**config.mk**
```make
export PLATFORM = sky130hd
export DESIGN_NAME = multi_level_priority_arbiter_flat
export DESIGN_NICKNAME = d
export VERILOG_FILES = /design/src/rtl/multi_level_priority_arbiter_if.sv /design/src/rtl/multi_level_priority_arbiter.sv /design/src/flat_wrapper.sv
export SDC_FILE = /design/constraint.sdc
export NUM_CORES = 1
export LEC_CHECK = 0
export ABC_AREA = 1
export CELL_PAD_IN_SITES_DETAIL_PLACEMENT = 0
export CELL_PAD_IN_SITES_GLOBAL_PLACEMENT = 1
export CORE_MARGIN = 3
export CORE_UTILIZATION = 26
export CTS_CLUSTER_SIZE = 8
export DETAILED_ROUTE_END_ITERATION = 10
export PLACE_DENSITY_LB_ADDON = 0.08
export REMOVE_ABC_BUFFERS = 1
export SLEW_MARGIN = 20
export SYNTH_ARGS = -nofsm -noshare
export SYNTH_HDL_FRONTEND = slang
export SYNTH_SLANG_ARGS = --single-unit
export TNS_END_PERCENT = 10
```
**constraint.sdc**
```tcl
create_clock -name clk_in -period 3.7 [get_ports clk_in]
set_clock_uncertainty 0.1 [all_clocks]
set_input_delay 0.925 -clock clk_in [delete_from_list [all_inputs] [get_ports clk_in]]
set_output_delay 0.925 -clock clk_in [all_outputs]
set_load 0.02 [all_outputs]
```
**src/rtl/multi_level_priority_arbiter_if.sv**
```systemverilog
// Request/grant bundle between requesters, the multi-level priority arbiter and its consumer.
// The slave modport is the arbiter's view; the master modport is the requester/consumer view.
interface multi_level_priority_arbiter_if #(
  parameter int NUM_REQUEST                  = 3,
  parameter int SINGLE_REQUEST_WIDTH_IN_BITS = 64,
  parameter int PRIORITY_WIDTH               = 2
);
  localparam int SRC_W = (NUM_REQUEST > 1) ? $clog2(NUM_REQUEST) : 1;

  logic [NUM_REQUEST*SINGLE_REQUEST_WIDTH_IN_BITS-1:0] request_flatted_in;
  logic [NUM_REQUEST-1:0]                              request_valid_flatted_in;
  logic [NUM_REQUEST*PRIORITY_WIDTH-1:0]               request_priority_flatted_in;
  logic [NUM_REQUEST-1:0]                              issue_ack_out;
  logic [SINGLE_REQUEST_WIDTH_IN_BITS-1:0]             request_out;
  logic                                                request_valid_out;
  logic [SRC_W-1:0]                                    request_source_out;
  logic                                                issue_ack_in;

  modport slave (
    input  request_flatted_in, request_valid_flatted_in, request_priority_flatted_in, issue_ack_in,
    output issue_ack_out, request_out, request_valid_out, request_source_out
  );

  modport master (
    output request_flatted_in, request_valid_flatted_in, request_priority_flatted_in, issue_ack_in,
    input  issue_ack_out, request_out, request_valid_out, request_source_out
  );
endinterface

```
**src/rtl/multi_level_priority_arbiter.sv**
```systemverilog
// N-to-1 arbiter: highest effective level wins, round-robin per level, registered grant held until ack.
// Define MULTI_LEVEL_PRIORITY_ARBITER_AGING_EN to promote requesters that keep losing arbitration.
module multi_level_priority_arbiter #(
  parameter int NUM_REQUEST                  = 3,
  parameter int SINGLE_REQUEST_WIDTH_IN_BITS = 64,
  parameter int NUM_PRIORITY_LEVELS          = 4,
  parameter int PRIORITY_WIDTH               = 2,
  parameter int AGE_THRESHOLD                = 8
) (
  input  logic                         clk_in,
  input  logic                         reset_in,
  multi_level_priority_arbiter_if.slave arb_bus
);
  localparam int W     = SINGLE_REQUEST_WIDTH_IN_BITS;
  localparam int SRC_W = (NUM_REQUEST > 1) ? $clog2(NUM_REQUEST) : 1;

  typedef logic [PRIORITY_WIDTH-1:0] lvl_t;
  typedef enum logic {S_IDLE, S_HOLD} state_t;

  state_t                 r_state, w_state_next;
  logic [SRC_W-1:0]       r_rr_ptr [NUM_PRIORITY_LEVELS];
  logic                   r_valid_out;
  logic [W-1:0]           r_request_out;
  logic [SRC_W-1:0]       r_source_out;
  logic [NUM_REQUEST-1:0] r_issue_ack;

  lvl_t                   w_eff [NUM_REQUEST];
  lvl_t                   w_max_lvl;
  logic                   w_any;
  logic [NUM_REQUEST-1:0] w_cand;
  logic [SRC_W-1:0]       w_ptr, w_win, w_win_next;
  logic [W-1:0]           w_win_data;
  logic                   w_found;
  logic                   w_grant;

`ifdef MULTI_LEVEL_PRIORITY_ARBITER_AGING_EN
  localparam int AGE_W = $clog2(AGE_THRESHOLD + 1);
  logic [AGE_W-1:0] r_age [NUM_REQUEST];
`endif

  function automatic lvl_t clamp_level(input lvl_t p);
    if (int'(p) >= NUM_PRIORITY_LEVELS) return lvl_t'(NUM_PRIORITY_LEVELS - 1);
    return p;
  endfunction

  always_comb begin
    for (int i = 0; i < NUM_REQUEST; i++) begin
      w_eff[i] = clamp_level(arb_bus.request_priority_flatted_in[i*PRIORITY_WIDTH +: PRIORITY_WIDTH]);
`ifdef MULTI_LEVEL_PRIORITY_ARBITER_AGING_EN
      if (r_age[i] == AGE_W'(AGE_THRESHOLD)) w_eff[i] = lvl_t'(NUM_PRIORITY_LEVELS - 1);
`endif
    end
  end

  always_comb begin
    w_max_lvl = '0;
    w_any     = 1'b0;
    for (int i = 0; i < NUM_REQUEST; i++) begin
      if (arb_bus.request_valid_flatted_in[i]) begin
        w_any = 1'b1;
        if (w_eff[i] > w_max_lvl) w_max_lvl = w_eff[i];
      end
    end
    for (int i = 0; i < NUM_REQUEST; i++)
      w_cand[i] = arb_bus.request_valid_flatted_in[i] && (w_eff[i] == w_max_lvl);

    w_ptr = '0;
    for (int l = 0; l < NUM_PRIORITY_LEVELS; l++)
      if (lvl_t'(l) == w_max_lvl) w_ptr = r_rr_ptr[l];

    // Rotating scan starting at the winning level's pointer; k is the distance from the pointer.
    w_found = 1'b0;
    w_win   = '0;
    for (int k = 0; k < NUM_REQUEST; k++) begin
      for (int j = 0; j < NUM_REQUEST; j++) begin
        if (!w_found && w_cand[j] &&
            ((int'(w_ptr) + k == j) || (int'(w_ptr) + k - NUM_REQUEST == j))) begin
          w_found = 1'b1;
          w_win   = SRC_W'(j);
        end
      end
    end

    w_win_next = (int'(w_win) == NUM_REQUEST - 1) ? '0 : w_win + SRC_W'(1);
    w_win_data = '0;
    for (int j = 0; j < NUM_REQUEST; j++)
      if (SRC_W'(j) == w_win) w_win_data = arb_bus.request_flatted_in[j*W +: W];

    w_grant = (r_state == S_IDLE) && w_any;
  end

  always_comb begin
    w_state_next = r_state;
    case (r_state)
      S_IDLE:  if (w_any) w_state_next = S_HOLD;
      S_HOLD:  if (arb_bus.issue_ack_in) w_state_next = S_IDLE;
      default: w_state_next = S_IDLE;
    endcase
  end

  always_ff @(posedge clk_in or posedge reset_in) begin
    if (reset_in) r_state <= S_IDLE;
    else          r_state <= w_state_next;
  end

  always_ff @(posedge clk_in or posedge reset_in) begin
    if (reset_in) begin
      r_valid_out   <= 1'b0;
      r_request_out <= '0;
      r_source_out  <= '0;
      r_issue_ack   <= '0;
      for (int l = 0; l < NUM_PRIORITY_LEVELS; l++) r_rr_ptr[l] <= '0;
    end else begin
      r_issue_ack <= '0;
      if (w_grant) begin
        r_request_out <= w_win_data;
        r_source_out  <= w_win;
        r_valid_out   <= 1'b1;
        r_issue_ack   <= NUM_REQUEST'(1) << w_win;
        for (int l = 0; l < NUM_PRIORITY_LEVELS; l++)
          if (lvl_t'(l) == w_max_lvl) r_rr_ptr[l] <= w_win_next;
      end else if (r_state == S_HOLD && arb_bus.issue_ack_in) begin
        r_valid_out <= 1'b0;
      end
    end
  end

`ifdef MULTI_LEVEL_PRIORITY_ARBITER_AGING_EN
  // Age only advances on grant edges; idle requesters and the winner restart from zero.
  always_ff @(posedge clk_in or posedge reset_in) begin
    if (reset_in) begin
      for (int i = 0; i < NUM_REQUEST; i++) r_age[i] <= '0;
    end else if (w_grant) begin
      for (int i = 0; i < NUM_REQUEST; i++) begin
        if (!arb_bus.request_valid_flatted_in[i] || SRC_W'(i) == w_win) r_age[i] <= '0;
        else if (r_age[i] != AGE_W'(AGE_THRESHOLD)) r_age[i] <= r_age[i] + AGE_W'(1);
      end
    end
  end
`endif

  assign arb_bus.issue_ack_out      = r_issue_ack;
  assign arb_bus.request_out        = r_request_out;
  assign arb_bus.request_valid_out  = r_valid_out;
  assign arb_bus.request_source_out = r_source_out;
endmodule
```
**src/flat_wrapper.sv**
```systemverilog
// flat-port wrapper written by rule: the top's interface ports become plain ports
module multi_level_priority_arbiter_flat 
#(
  parameter int NUM_REQUEST                  = 3,
  parameter int SINGLE_REQUEST_WIDTH_IN_BITS = 64,
  parameter int NUM_PRIORITY_LEVELS          = 4,
  parameter int PRIORITY_WIDTH               = 2,
  parameter int AGE_THRESHOLD                = 8
)
  (clk_in, reset_in, arb_bus_request_flatted_in, arb_bus_request_valid_flatted_in, arb_bus_request_priority_flatted_in, arb_bus_issue_ack_in, arb_bus_issue_ack_out, arb_bus_request_out, arb_bus_request_valid_out, arb_bus_request_source_out);
  multi_level_priority_arbiter_if #(.NUM_REQUEST(NUM_REQUEST), .SINGLE_REQUEST_WIDTH_IN_BITS(SINGLE_REQUEST_WIDTH_IN_BITS), .PRIORITY_WIDTH(PRIORITY_WIDTH)) arb_bus_i ();
  input  logic clk_in;
  input  logic reset_in;
  input wire logic [$bits(arb_bus_i.request_flatted_in)-1:0] arb_bus_request_flatted_in;
  input wire logic [$bits(arb_bus_i.request_valid_flatted_in)-1:0] arb_bus_request_valid_flatted_in;
  input wire logic [$bits(arb_bus_i.request_priority_flatted_in)-1:0] arb_bus_request_priority_flatted_in;
  input wire logic [$bits(arb_bus_i.issue_ack_in)-1:0] arb_bus_issue_ack_in;
  output wire logic [$bits(arb_bus_i.issue_ack_out)-1:0] arb_bus_issue_ack_out;
  output wire logic [$bits(arb_bus_i.request_out)-1:0] arb_bus_request_out;
  output wire logic [$bits(arb_bus_i.request_valid_out)-1:0] arb_bus_request_valid_out;
  output wire logic [$bits(arb_bus_i.request_source_out)-1:0] arb_bus_request_source_out;
  assign arb_bus_i.request_flatted_in = arb_bus_request_flatted_in;
  assign arb_bus_i.request_valid_flatted_in = arb_bus_request_valid_flatted_in;
  assign arb_bus_i.request_priority_flatted_in = arb_bus_request_priority_flatted_in;
  assign arb_bus_i.issue_ack_in = arb_bus_issue_ack_in;
  assign arb_bus_issue_ack_out = arb_bus_i.issue_ack_out;
  assign arb_bus_request_out = arb_bus_i.request_out;
  assign arb_bus_request_valid_out = arb_bus_i.request_valid_out;
  assign arb_bus_request_source_out = arb_bus_i.request_source_out;
  multi_level_priority_arbiter #(.NUM_REQUEST(NUM_REQUEST), .SINGLE_REQUEST_WIDTH_IN_BITS(SINGLE_REQUEST_WIDTH_IN_BITS), .NUM_PRIORITY_LEVELS(NUM_PRIORITY_LEVELS), .PRIORITY_WIDTH(PRIORITY_WIDTH), .AGE_THRESHOLD(AGE_THRESHOLD)) u_core (.clk_in(clk_in), .reset_in(reset_in), .arb_bus(arb_bus_i));
endmodule
```
# After elaboration in Yosys (flattened, before gate mapping)
# Index checks and enable logic that the tools add are counted.
[word_totals] ff_bits=79 inputBits=204 out_inout_bits=70
[classes] magnitude_cmp=3 mux=39 n_eq_ne=21 n_addsub=6 reduce_logical=52 bitwise=1 shifts=1
[op_table] cell="zero test 32 bit" count=6
[op_table] cell="2-to-1 mux 64 bit" count=3
[op_table] cell="equality test 32 x 2 -> 1 bit, second input constant" count=5
[op_table] cell="equality test 32 x 3 -> 1 bit, second input constant" count=5
[op_table] cell="subtractor 32 x 3 -> 32 bit, second input constant" count=2
[op_table] cell="2-to-1 mux 2 bit" count=18
[op_table] cell="logical AND 1 bit" count=22
[op_table] cell="2-to-1 mux 1 bit" count=16
[op_table] cell="logical OR 1 bit" count=9
[op_table] cell="zero test 1 bit" count=8
[op_table] cell="AND reduction 2 bit" count=4
[op_table] cell="equality test 2 bit" count=3
[op_table] cell="equality test 2 bit, first input constant" count=3
[op_table] cell="equality test 2 bit, second input constant" count=3
[op_table] cell="equality test 1 x 2 -> 1 bit, first input constant" count=2
[op_table] cell="greater-than comparator 2 bit" count=2
[op_table] cell="zero test 2 bit" count=2
[op_table] cell="adder 2 x 1 -> 3 bit, second input constant" count=1
[op_table] cell="adder 2 x 2 -> 3 bit, second input constant" count=1
[op_table] cell="2-to-1 mux 3 bit" count=1
[op_table] cell="<< shifter 1 x 2 -> 3 bit, first input constant" count=1
[op_table] cell="subtractor 2 x 2 -> 3 bit, second input constant" count=1
[op_table] cell="adder 2 x 1 -> 2 bit, second input constant" count=1
[op_table] cell="greater-than comparator 2 x 1 -> 1 bit, second input constant" count=1
[op_table] cell="3 further kinds" count=3

# Longest topological paths before layout
[logic_depth] depth_word=55 ltp_mapped=32

# Least setup slack after synthesis
# No wires, ideal clock.
[synth_timing] kind="input -> register" from="input port arb_bus_request_priority_flatted_in[1]" to="register u_core.r_request_out[17] (netlist: u_core.arb_bus.request_out[17])" t_required_ps=3483 path_stages=28 path_buffers=2 arrival_time_ps=4274 path_slack_ps=-791 path_cell_list="nand2_1 > ha_1 > o21bai_1 > nand3_1 > nand2_1 > inv_1 > ha_1 > nand2_1 > nand3_1 > nand3_2 > nand2_2 > inv_1 > nor2_1 > inv_1 > nor2_1 > nor3_1 > inv_1 > ha_1 > nand4_4 > nand2_1 > nor2_2 > nand4_1 > nand2_1 > buf_6 > buf_2 > a21oi_1 > nand2_1 > nand2_1"
[synth_between] elab_chain_cells=55
[synth_lines] item="start, declared" line="flat_wrapper.sv:16" text="input wire logic [$bits(arb_bus_i.request_priority_flatted_in)-1:0] arb_bus_request_priority_flatted_in;"
[synth_lines] item="branches (longest 50 deep; another with greater-than comparator 2 x 1 -> 1 bit)"
[synth_lines] item="2-to-1 mux 2 bit (*)" line="multi_level_priority_arbiter.sv:76" text="if (!w_found && w_cand[j] &&"
[synth_lines] item="zero test 2 bit" line="multi_level_priority_arbiter.sv:87" text="if (SRC_W'(j) == w_win) w_win_data = arb_bus.request_flatted_in[j*W +: W];"
[synth_lines] item="2-to-1 mux 64 bit (2 in series)" line="multi_level_priority_arbiter.sv:87"
[synth_lines] item="2-to-1 mux 64 bit (*)" line="multi_level_priority_arbiter.sv:87"
[synth_lines] item="end signal, assigned" line="multi_level_priority_arbiter.sv:116" text="r_request_out <= w_win_data;"
[synth_lines] item="end, declared" line="multi_level_priority_arbiter.sv:23" text="logic [W-1:0] r_request_out;"
# Every way passes the cells marked *.
# A chain may end at the register's enable or synchronous reset.

# Worst setup path after layout
[layout_timing] from="input port arb_bus_request_valid_flatted_in[0]" to="register u_core.r_rr_ptr[7] (netlist name)"
[layout_between] elab_chain_cells=51
[layout_lines] item="start, declared" line="flat_wrapper.sv:15" text="input wire logic [$bits(arb_bus_i.request_valid_flatted_in)-1:0] arb_bus_request_valid_flatted_in;"
[layout_lines] item="branches (longest 51 deep; another with greater-than comparator 2 bit)"
[layout_lines] item="end signal, assigned by index" line="multi_level_priority_arbiter.sv:121" text="if (lvl_t'(l) == w_max_lvl) r_rr_ptr[l] <= w_win_next;"
[layout_lines] item="end, declared" line="multi_level_priority_arbiter.sv:21" text="logic [SRC_W-1:0] r_rr_ptr [NUM_PRIORITY_LEVELS];"
# Several ways; the timed one is not identified.

==> impl_metrics.json <==
{
  "status": "complete, but fails checks",
  "failed_checks": "setup timing",
  "synth_xor_area_share_pct": 0,
  "synth_top_cell_area_share_pct": 38.25,
  "drive_above_1_share_pct": 22.26,
  "final_antenna_net_count": 0,
  "root_buffer": "clkbuf_16",
  "hold_viol_final": 0,
  "clk_pin_slew_ns": 0.06,
  "viasPerCell": 4.540,
  "reg2reg_to": "u_core.r_rr_ptr[7]",
  "clk-insertion-delay-late_ns": 0.35,
  "required_ns": 3.83,
  "holdCritStartpoint": "u_core.arb_bus.request_out[17]",
  "period_share_pct": 114.1,
  "ctsHoldBuffers": 0,
  "hpwl_um": 14960,
  "powerDensity_nw_per_um2": 666.9,
  "yosys.area_share.adder_pct": 1.937,
  "place_area_um2": 8628,
  "first_iter_violations": 249,
  "hold_class": "flip-flop to flip-flop",
  "finalPower_mw": 6.842,
  "synth-compound-area-share_pct": 8.497,
  "fmax_mhz": 236.9,
  "rows": 50,
  "crit_path_max_fanout": 6,
  "dieArea_um2": 21610,
  "reg2reg_slack_ns": 1.28,
  "final_net_count": 1348,
  "drc_errors": 0,
  "post-place-ws_ns": -1.586,
  "fin_ws_ns": -0.5219,
  "r2r-start": "u_core.r_rr_ptr[1]",
  "rsz0062_at_grt": "yes",
  "timing.slew.headroom_pct": 65.20,
  "fin_crit_ns": 4.222,
  "grt_pass1_vias": 6308,
  "synthSimpleGateAreaFrac_pct": 39.70,
  "clock_path_buffers": 2,
  "die_w_um": 147.0,
  "cts-buffers-inserted": 9,
  "stdcell_area_um2": 10260,
  "die_h_um": 147.0,
  "port_buffers": 273,
  "ir_drop_mv": 0.3318,
  "setup_viol": 77,
  "grt-ovfl-total": 0,
  "path_common_cell": "inv_2",
  "tightestPinTransition_ns": 0.5214,
  "finalWeightedCongestion": 0.7913,
  "drv_cap": 0,
  "wire_per_inst_um": 16.84,
  "path_class": "primary input to flip-flop",
  "antenna_cells": 0,
  "ys_warn_count": 0,
  "synth_top_cell_by_area": "dfrtp_1",
  "cts.sinks": 79,
  "grt_first_pass_wirelength_um": 33940,
  "hold_path_end": "u_core.arb_bus.request_out[17]",
  "wl_um": 23590,
  "start_kind": "primary input",
  "setup.worst_path.end_class": "flip-flop",
  "synthMuxAreaShare_pct": 0,
  "firstDrtPassIters": 4,
  "rr_worst_depth": 15,
  "cts_tree": "built",
  "synth_area_leaders": "dfrtp_1 38%, nand2_1 22%, nand3_1 13%, inv_1 6.8%, a21oi_1 6.3%",
  "vias": 6360,
  "core-area_um2": 19140,
  "syn_avg_cell_area_um2": 6.526,
  "syn_inst": 792,
  "slew_viol_final": 0,
  "slowest_stage": "ha_4",
  "track_usage_pct": 19.75,
  "antenna_found_initial": 0,
  "hold_path_depth": 2,
  "synth_cell_type_count": 31,
  "start_util_pct": 27.00,
  "synth_top_family_by_area": "simple AND/OR/NAND/NOR gates",
  "h-tree-depth": 3,
  "ys_seq_elements": 79,
  "area_growth_pct": 98.48,
  "critPathMaxStageDelay_ns": 0.29,
  "grt_max_degree": 55,
  "p_leak_nw": 5.111,
  "io_pins": 274,
  "seq_area_frac_synth_pct": 38.25,
  "crit_arrival_ns": 4.35,
  "syn_area_um2": 5169
}
[layout by cell type (no fill, tap or decap), drive strengths merged, types with 2 or more instances in the layout]
cell             n
nand2          304
clkdlybuf4s50  267
nand3          139
buf             98
inv             95
dfrtp           79
a21oi           66
nor2            26
clkbuf          21
o21ai           10
ha               8
clkinv           8
nand4            7
nor3             3
o21bai           2
o22ai            2
a31oi            2
[synth_stat cells]
master    number
dfrtp_1       79
nand4_4        2
nand3_1      138
nand2_4        1
clkbuf_1      14
buf_4          4
nor3_1         3
o22ai_1        2
a31oi_4        1
a21oi_2        1
o21bai_1       2
clkinv_1       1
nand2_1      299
or2_0          1
inv_2          4
buf_2         18
ha_1           8
nand4_1        5
inv_1         93
buf_1          8
buf_6          2
nand3_2        1
o21ai_1        1
a21oi_1       65
nand2_2        2
o21ai_0        9
a31oi_1        1
clkbuf_4       1
nor2_2         2
nor2_1        23
nor2_4         1
[sequential cells by signal (all words and copies together) (netlist names)]
signal and count:
u_core.r_state 1, u_core.arb_bus.request_valid_out 1, u_core.arb_bus.issue_ack_out 3, u_core.arb_bus.request_source_out 2, u_core.r_rr_ptr 8, u_core.arb_bus.request_out 64
[metal layers]
layer	global-route usage (%)	part of all wire, %	routed length (um)
met1	23.40	42	9859
met2	33.88	48	11310
met3	8.174	8.9	2093
met4	3.821	1.4	324
met5	0	0	0
[cell families (layout without fill, tap and decap cells)]
logic type / Yosys count / count (layout)
AO/OA/AOI/OAI: 82 / 82
adder cells (fa/ha/maj): 8 / 8
buffers and inverters: 145 / 492
flip-flops: 79 / 79
AND/OR/NAND/NOR: 478 / 480
[layout make-up]
class	instances	area, um^2
Fill cell	1856	8885
Clock inverter	6	61.31
Tap cell	260	325.3
Timing Repair Buffer	377	4081
Sequential cell	79	1977
Timing Repair inverter	1	16.27
Inverter	98	397.9
Multi-Input combinational cell	570	3171
Clock buffer	10	229.0
[through the flow]
step	TNS, ns	utilization [%]	hold WS, ns	instances
after CTS	-33.76	49.77	0.3773	1382
after floorplan	-163.18	-	0.3396	745
final	-36.55	53.59	0.3725	1401
after detailed placement	-116.88	45.07	0.3649	1340
after global placement	-108.42	45.07	0.3615	1340
after global routing	-53.52	53.59	0.3901	1401
[worst max-delay path by stage]
stage | start | endpoint | depth (start not counted)
after detailed placement | arb_bus_request_valid_flatted_in[0] | u_core.arb_bus.request_out[63] | 29
after global placement | arb_bus_request_valid_flatted_in[0] | u_core.arb_bus.request_out[46] | 28
after global routing | arb_bus_request_valid_flatted_in[0] | u_core.arb_bus.request_out[28] | 31
after floorplan | arb_bus_request_priority_flatted_in[1] | u_core.arb_bus.request_out[63] | 26
after CTS | arb_bus_request_valid_flatted_in[0] | u_core.arb_bus.request_out[40] | 31
final | arb_bus_request_valid_flatted_in[0] | u_core.r_rr_ptr[7] | 32
[timing repair]
action | 4_1_cts | 5_1_grt
gates cloned | 6 | 14
pin swaps | 30 | 47
endpoints found under the setup margin | 77 | 77
gates resized for setup | 102 | 91
buffers inserted | 20 | 7
[worst max-delay path: cells and delay by family]
kind	cells	cell delay, ns
compound gates	3	0.25
fa+ha+maj	3	0.77
buf+inv	10	0.99
simple gates	16	1.42
[where the power goes]
part,total [mW],switching (mW),internal [mW],leakage (nW)
combinational,4.42,2.32,2.10,3.99
clock,0.896,0.376,0.521,0.142
sequential,1.52,0.237,1.29,0.976
Note: power is estimated with default switching activity, not from simulation.
